==> src/rtl/exu_ctrl.sv <==
// exu_ctrl: issue/retire sequencer around the execute stage.
// Registers single-cycle ALU/branch results for the downstream valid/ready
// handshake, runs multi-cycle ops through the iterative MDU under a cycle
// watchdog, and raises the one-cycle front-end redirect.
module exu_ctrl #(
  parameter int XLEN        = 32,
  parameter int PC_W        = 32,
  parameter int MDU_TIMEOUT = 64
) (
  input  logic            clk,
  input  logic            rst,
  input  logic            in_valid_i,
  output logic            in_ready_o,
  input  logic [PC_W-1:0] in_pc_i,
  input  logic            in_multi_i,
  input  logic            in_redirect_i,
  input  logic [PC_W-1:0] npc_i,
  input  logic [XLEN-1:0] alu_res_i,
  output logic            mdu_start_o,
  output logic            mdu_kill_o,
  input  logic            mdu_done_i,
  input  logic [XLEN-1:0] mdu_res_i,
  output logic            out_valid_o,
  input  logic            out_ready_i,
  output logic [PC_W-1:0] out_pc_o,
  output logic [XLEN-1:0] out_res_o,
  output logic            out_err_o,
  output logic            redirect_valid_o,
  output logic [PC_W-1:0] redirect_pc_o,
  input  logic            flush_i,
  output logic            busy_o
);

  localparam int CNT_W = $clog2(MDU_TIMEOUT + 1);
  localparam logic [CNT_W-1:0] TIMEOUT_C = CNT_W'(MDU_TIMEOUT);

  typedef enum logic [1:0] {
    EMPTY = 2'd0,
    MDU   = 2'd1,
    FULL  = 2'd2
  } state_t;

  state_t            state_r;
  logic [CNT_W-1:0]  cnt_r;
  logic              mdu_start_r;
  logic              out_valid_r;
  logic [PC_W-1:0]   out_pc_r;
  logic [XLEN-1:0]   out_res_r;
  logic              out_err_r;
  logic              redirect_valid_r;
  logic [PC_W-1:0]   redirect_pc_r;

  logic              ready_s;
  logic              accept_s;
  logic              done_s;
  logic              timeout_s;
  logic              kill_s;

  // Acceptance, effective MDU completion and watchdog/flush kill decode.
  always_comb begin
    ready_s   = 1'b0;
    accept_s  = 1'b0;
    done_s    = 1'b0;
    timeout_s = 1'b0;
    kill_s    = 1'b0;
    if (rst) begin
      // Everything is being discarded; no kill is issued on reset.
      ready_s = 1'b0;
      kill_s  = 1'b0;
    end else begin
      ready_s  = !flush_i && ((state_r == EMPTY) || ((state_r == FULL) && out_ready_i));
      accept_s = in_valid_i && ready_s;
      // Done is ignored in the launch cycle; the MDU has not started yet.
      done_s    = (state_r == MDU) && !mdu_start_r && mdu_done_i;
      timeout_s = (state_r == MDU) && (cnt_r == TIMEOUT_C);
      // Done beats timeout in the same cycle.
      kill_s    = (state_r == MDU) && (flush_i || (timeout_s && !done_s));
    end
  end

  // Sequencer FSM with all registered outputs.
  always_ff @(posedge clk) begin
    if (rst) begin
      state_r          <= EMPTY;
      cnt_r            <= '0;
      mdu_start_r      <= 1'b0;
      out_valid_r      <= 1'b0;
      out_pc_r         <= '0;
      out_res_r        <= '0;
      out_err_r        <= 1'b0;
      redirect_valid_r <= 1'b0;
      redirect_pc_r    <= '0;
    end else begin
      mdu_start_r      <= 1'b0;
      redirect_valid_r <= 1'b0;
      if (flush_i) begin
        // Flush drops the held op, any in-flight MDU op and any redirect.
        state_r     <= EMPTY;
        out_valid_r <= 1'b0;
        cnt_r       <= '0;
      end else begin
        case (state_r)
          EMPTY, FULL: begin
            if (accept_s) begin
              out_pc_r  <= in_pc_i;
              out_err_r <= 1'b0;
              if (in_multi_i) begin
                state_r     <= MDU;
                mdu_start_r <= 1'b1;
                cnt_r       <= CNT_W'(1);
                out_valid_r <= 1'b0;
              end else begin
                state_r          <= FULL;
                out_valid_r      <= 1'b1;
                out_res_r        <= alu_res_i;
                redirect_valid_r <= in_redirect_i;
                if (in_redirect_i) begin
                  redirect_pc_r <= npc_i;
                end else begin
                  redirect_pc_r <= redirect_pc_r;
                end
              end
            end else if ((state_r == FULL) && out_ready_i) begin
              state_r     <= EMPTY;
              out_valid_r <= 1'b0;
            end else begin
              state_r <= state_r;
            end
          end
          MDU: begin
            if (done_s) begin
              state_r     <= FULL;
              out_valid_r <= 1'b1;
              out_res_r   <= mdu_res_i;
              out_err_r   <= 1'b0;
              cnt_r       <= '0;
            end else if (timeout_s) begin
              state_r     <= FULL;
              out_valid_r <= 1'b1;
              out_res_r   <= '1;
              out_err_r   <= 1'b1;
              cnt_r       <= '0;
            end else begin
              cnt_r <= cnt_r + CNT_W'(1);
            end
          end
          default: begin
            state_r     <= EMPTY;
            out_valid_r <= 1'b0;
            cnt_r       <= '0;
          end
        endcase
      end
    end
  end

  assign in_ready_o       = ready_s;
  assign mdu_kill_o       = kill_s;
  assign mdu_start_o      = mdu_start_r;
  assign out_valid_o      = out_valid_r;
  assign out_pc_o         = out_pc_r;
  assign out_res_o        = out_res_r;
  assign out_err_o        = out_err_r;
  assign redirect_valid_o = redirect_valid_r;
  assign redirect_pc_o    = redirect_pc_r;
  assign busy_o           = (state_r != EMPTY);

endmodule

==> config.mk <==
export PLATFORM = sky130hd
export DESIGN_NAME = exu_ctrl
export DESIGN_NICKNAME = d
export VERILOG_FILES = /design/src/rtl/exu_ctrl.sv
export SDC_FILE = /design/constraint.sdc
export NUM_CORES = 1
export LEC_CHECK = 0
export ABC_AREA = 1
export BUFFER_PORTS_ARGS = -buffer_cell sky130_fd_sc_hd__buf_2
export CAP_MARGIN = 20
export CORE_MARGIN = 2
export CORE_UTILIZATION = 40
export CTS_CLUSTER_SIZE = 40
export DETAILED_ROUTE_END_ITERATION = 10
export MAX_ROUTING_LAYER = met4
export PLACE_DENSITY = 0.76
export REMOVE_ABC_BUFFERS = 1
export SYNTH_ARGS = -nofsm -noshare
export SYNTH_HDL_FRONTEND = slang
export SYNTH_SLANG_ARGS = --single-unit
==> constraint.sdc <==
create_clock -name clk -period 1.6 [get_ports clk]
set_input_delay 0 -clock clk [delete_from_list [all_inputs] [get_ports clk]]
set_output_delay 0 -clock clk [all_outputs]
set_load 0.01 [all_outputs]
After elaboration in Yosys (flattened, before gate mapping) --
Index checks and enable logic that the tools add are counted.
Cells by class: muxes and demuxes 31, add/sub/neg operators 1, equality and inequality tests 8, reduce and logical (&&, ||, !) cells 26, bitwise operators 4
Operators with widths (count):
- 32-bit two-way mux | 4
- 32-bit one-hot mux with 2 select lines | 1
- 7-bit two-way mux | 4
- 7-bit one-hot mux with 2 select lines | 1
- 1-bit two-way mux | 13
- 2-bit two-way mux | 5
- 5-bit AND reduction | 2
- 1-bit logical AND | 8
- 7-bit by 1-bit adder with 7-bit output, second input constant | 1
- 7-bit equality test, second input constant | 1
- 2-bit != test, second input constant | 3
- 3-bit != test, second input constant | 2
- 5-bit OR reduction | 1
- 1-bit inverter | 4
- 1-bit one-hot mux with 2 select lines | 2
- 2-bit one-hot mux with 2 select lines | 1
- 2-bit AND reduction | 2
- 4-bit AND reduction | 1
- 2-bit nonzero test | 2
- 2-bit OR reduction | 2
- 4-bit OR reduction | 1
- 1-bit zero test | 3
- 3-bit AND reduction | 1
- 2-bit by 1-bit equality test with 1-bit output, second input constant | 1
- other kinds (3) | 4
Storage, ports and cells: input port bits 136, word-level logic and storage cells 79, flip-flop bits (word level) 109, output and inout port bits 103

Logic depth before layout (Yosys ltp) --
depth in word-level cells 8, depth in mapped cells 11, depth with buffers taken out 10

Worst setup path after synthesis --
Ideal clock, no wire load.
path type reg2reg, start reg cnt_r[0], end reg out_res_r[22], in the netlist out_res_o[22], cell stages (with the launch flop) 11, data required time 1487 ps, buffers on the path 1, period minus slack after synthesis 1530 ps, setup slack 70 ps, setup time 113 ps, data arrival time 1417 ps, path through dfxtp_1 > inv_1 > ha_1 > nand2_1 > nor2_1 > nand3_2 > a21oi_2 > buf_2 > nand3_1 > nand2_1 > nor2_1
On the way: longest elaborated chain between the ends 5
Ends and longest elaborated chain:
- start, declared | RTL line 44 | logic [CNT_W-1:0] cnt_r;
- start signal, assigned | RTL line 144 | cnt_r <= cnt_r + CNT_W'(1);
- 7-bit equality test | RTL line 75 | timeout_s = (state_r == MDU) && (cnt_r == TIMEOUT_C);
- 1-bit logical AND | RTL line 75
- 1-bit two-way mux | RTL line 66 | if (rst) begin
- 3-bit != test (no source line)
- 5-bit AND reduction (no source line)
- end signal, assigned | RTL line 115 | out_res_r <= alu_res_i;
- end signal, assigned | RTL line 134 | out_res_r <= mdu_res_i;
- end, declared | RTL line 48 | logic [XLEN-1:0] out_res_r;
Every way passes these cells. A chain may end at the register's enable or synchronous reset.

Worst setup path after layout --
start reg cnt_r[1], end reg out_res_r[24], in the netlist out_res_o[24]
The elaborated chain is that of the path after synthesis.

==> impl_results.md <==
- Worst slew pin tran: ~0.62 ns
- Initial antenna violation count: 0
- Sequential fraction of the synthesis area: just under 50%
- F_max: roughly 610 MHz
- Final worst-path cycle share: 102%
- Routed WL per cell: roughly 15 µm
- Final setup margin: -0.0391 ns
- Status: finished with violations
- Die ar.: about 12,000 µm²
- Critical path launch point type: flip-flop
- Hold Crit Class: primary input to flip-flop
- RSZ-0062 raised after global routing: yes
- Commonest non-fill, non-tap cell in the layout: buf_2
- Total GRT Usage: 24.8%
- Pwr dens: 774 nW/µm²
- Worst Path Required: 1.89 ns
- Synth Cell Area: 4450 µm²
- MaxCap Viol Count: 0
- Die width: approximately 110 µm
- CTS max path bufs: 2
- Register area: approximately 2200 µm²
- Unique masters post-synth: 29
- CORE AREA: about 11,000 µm²
- Pre-antenna DRT Iters: 6
- Initial core utilization: 41.1%
- CTS sink cnt: 108
- Failing checks: negative setup slack
- Tot Pwr: 5700 µW
- Filler cell count: between 800 and 900
- ANT cells: 0
- Post-layout minimum cycle time: about 1.6 ns
- Final setup violation count: 11
- Die Ht: 110 µm
- Area leader, netlist: dfxtp_1
- Post-layout util: about two thirds
- Htree depth: 3
- Via Count: around 5,400
- Ys Warns: 0
- Root Buffer: clkbuf_8
- DP HPWL: roughly 8900 µm
- VDD IR max: between 400 and 500 µV
- CP Capture Type: flip-flop
- Row count: 38
- GRT overflow: 0
- Synth area leaders: dfxtp_1 (49%), nor2_1 (14%), o21ai_0 (7.6%), nand2_1 (5.3%), o22ai_1 (4.5%)
- CP Class: flip-flop to flip-flop
- Yosys top cell area share: a little under 50%
- Clock skew: 0.0138 ns
- Rel. slew slack: 58.3%
- Port bufs: 238
- Largest net degree at the start of global routing: between 90 and 100
- DR iter-0 viols: around 360
- # DRC: 0
- First-pass GRT wire length: 22,900 µm
- Net count, final: around 1,100
- Cells after synthesis: 607
- Leak: 0.00355 µW
- Worst-Skew Late Latency: about 0.36 ns
- IO Count: 239
- Most frequent cells in the layout: buf_2 (238), nor2_1 (152), dfxtp_1 (104), dlygate4sd3_1 (86), o21ai_0 (66)
- Vias in the first global route: around 4,900
- Syn_area_per_cell: between 7 and 8 µm²
- Dpl ws: -0.133 ns
- CTS Buf Count: 9
- Final GP Congestion: 0.861
- Register clock-pin slew on the reported worst setup and hold paths: 0.10 ns
- Pins Over Slew Limit: 0
- Layout cells sized above 1: 35.4%
- Layout area overhead: 65.3%
- Area occupied by multi-input gates: roughly 2200 µm²
- Yosys reg bits: roughly 110
- Routed WL: 15,900 µm
- Antenna viol nets, final: 0
- Crit path max fanout: 8
- Worst endpoint data arrival time: just under 2 ns
- Hold Fails Final Rpt: 0
- TritonCTS clock tree: yes
- Via/cell ratio: between 5 and 6
==> Yosys cell counts <==
master / n
inv_1: 22
nand3b_1: 1
nand3_2: 1
nand4_1: 5
clkbuf_1: 20
nand4_4: 1
nand3_1: 37
o21ai_1: 1
nor2_1: 171
buf_4: 1
inv_2: 2
buf_1: 2
o21a_1: 2
dfxtp_1: 108
o21ai_0: 68
nand2_1: 63
nor2_2: 2
a21oi_2: 3
a21oi_1: 6
o22ai_1: 32
clkinv_1: 1
ha_1: 2
o21bai_1: 1
buf_6: 3
nor2_4: 2
buf_2: 15
xor2_1: 1
nor3_1: 32
nand2_2: 2
==> stage by stage <==
step / TNS [ns] / area, µm² / instances / hold slack, ns
floorplan: -46.55 / 4260 / 566 / 0.142
global placement: -2.35 / 5900 / 969 / 0.230
detailed placement: -2.52 / 5900 / 969 / 0.237
CTS: -0.549 / 7130 / 1075 / 0.0000583
global route: -2.18 / 7360 / 1079 / 0.0126
finish: -0.264 / 7360 / 1079 / 0.0211
==> repair_timing <==
action | in CTS | in global routing
hold endpoints to repair | 81 | 0
gates cloned | 2 | 3
resized for setup | 17 | 53
setup buffers | 3 | 2
pin swaps | 0 | 24
endpoints found under the setup margin | 65 | 79
hold buffers | 86 | 0
==> power by group <==
group / switching [µW] / total, µW / internal [µW]
clock network: 915 / 1990 / 1080
logic: 422 / 897 / 475
registers: 42.3 / 2810 / 2770
==> cells by family (layout without fill, tap and decap cells) <==
kind of cell / count (synthesis) / after routing / synth area share, %
adder cells (fa/ha/maj): 2 / 2 / 0.562
XOR/XNOR: 1 / 1 / 0.197
AO/OA/AOI/OAI: 113 / 113 / 14.0
AND/OR/NAND/NOR: 317 / 318 / 30.1
buffers and inverters: 66 / 397 / 6.57
flip-flops: 108 / 108 / 48.5
==> state kept, by name (all words and copies together) (netlist names) <==
signal,count
state_r,2
out_err_o,1
out_pc_o,32
mdu_start_o,1
redirect_valid_o,1
cnt_r,7
out_res_o,32
redirect_pc_o,32
==> worst max-delay path, stage by stage (launching register included) <==
cell,delay (ns)
dfxtp_2,0.34
inv_2,0.07
ha_4,0.14
nand2_4,0.06
nor2_4,0.11
nand3_4,0.11
nand2_4,0.11
nand2_4,0.05
nor2_4,0.15
buf_6,0.14
buf_12,0.15
nor2_2,0.04
nor2_1,0.10
==> path summary, 6_finish.rpt <==
path | endpoint | slack, ns | cells past startpoint | from
worst min register to register | out_res_o[29]$_SDFFE_PP0P_ | 0.48 | 2 | out_res_o[29]$_SDFFE_PP0P_
worst min-delay path | out_res_o[9]$_SDFFE_PP0P_ | 0.02 | 5 | mdu_res_i[9]
worst max register to register | out_res_o[24]$_SDFFE_PP0P_ | -0.04 | 12 | cnt_r[1]$_SDFFE_PP0P_
worst max-delay path | out_res_o[24]$_SDFFE_PP0P_ | -0.04 | 12 | cnt_r[1]$_SDFFE_PP0P_
==> cell type report <==
class,instances,share of cell area (%)
well taps,140,2.38
flip-flops and latches,108,29.4
clock buffers,11,1.92
inverters,25,1.34
repair buffers,357,33.6
multi-input cells,434,30.0
clock inverters,4,1.33
==> layer usage <==
layer  part of all wire (%)  vias to the layer above  track usage [%]
met5                      0                        -                -
li1                       -                     2662                -
met3                    7.7                       38             4.86
met4                    2.7                        0             10.6
met2                     50                      269             43.3
met1                     39                     2449             27.5
Note: power is estimated with default switching activity, not from simulation.
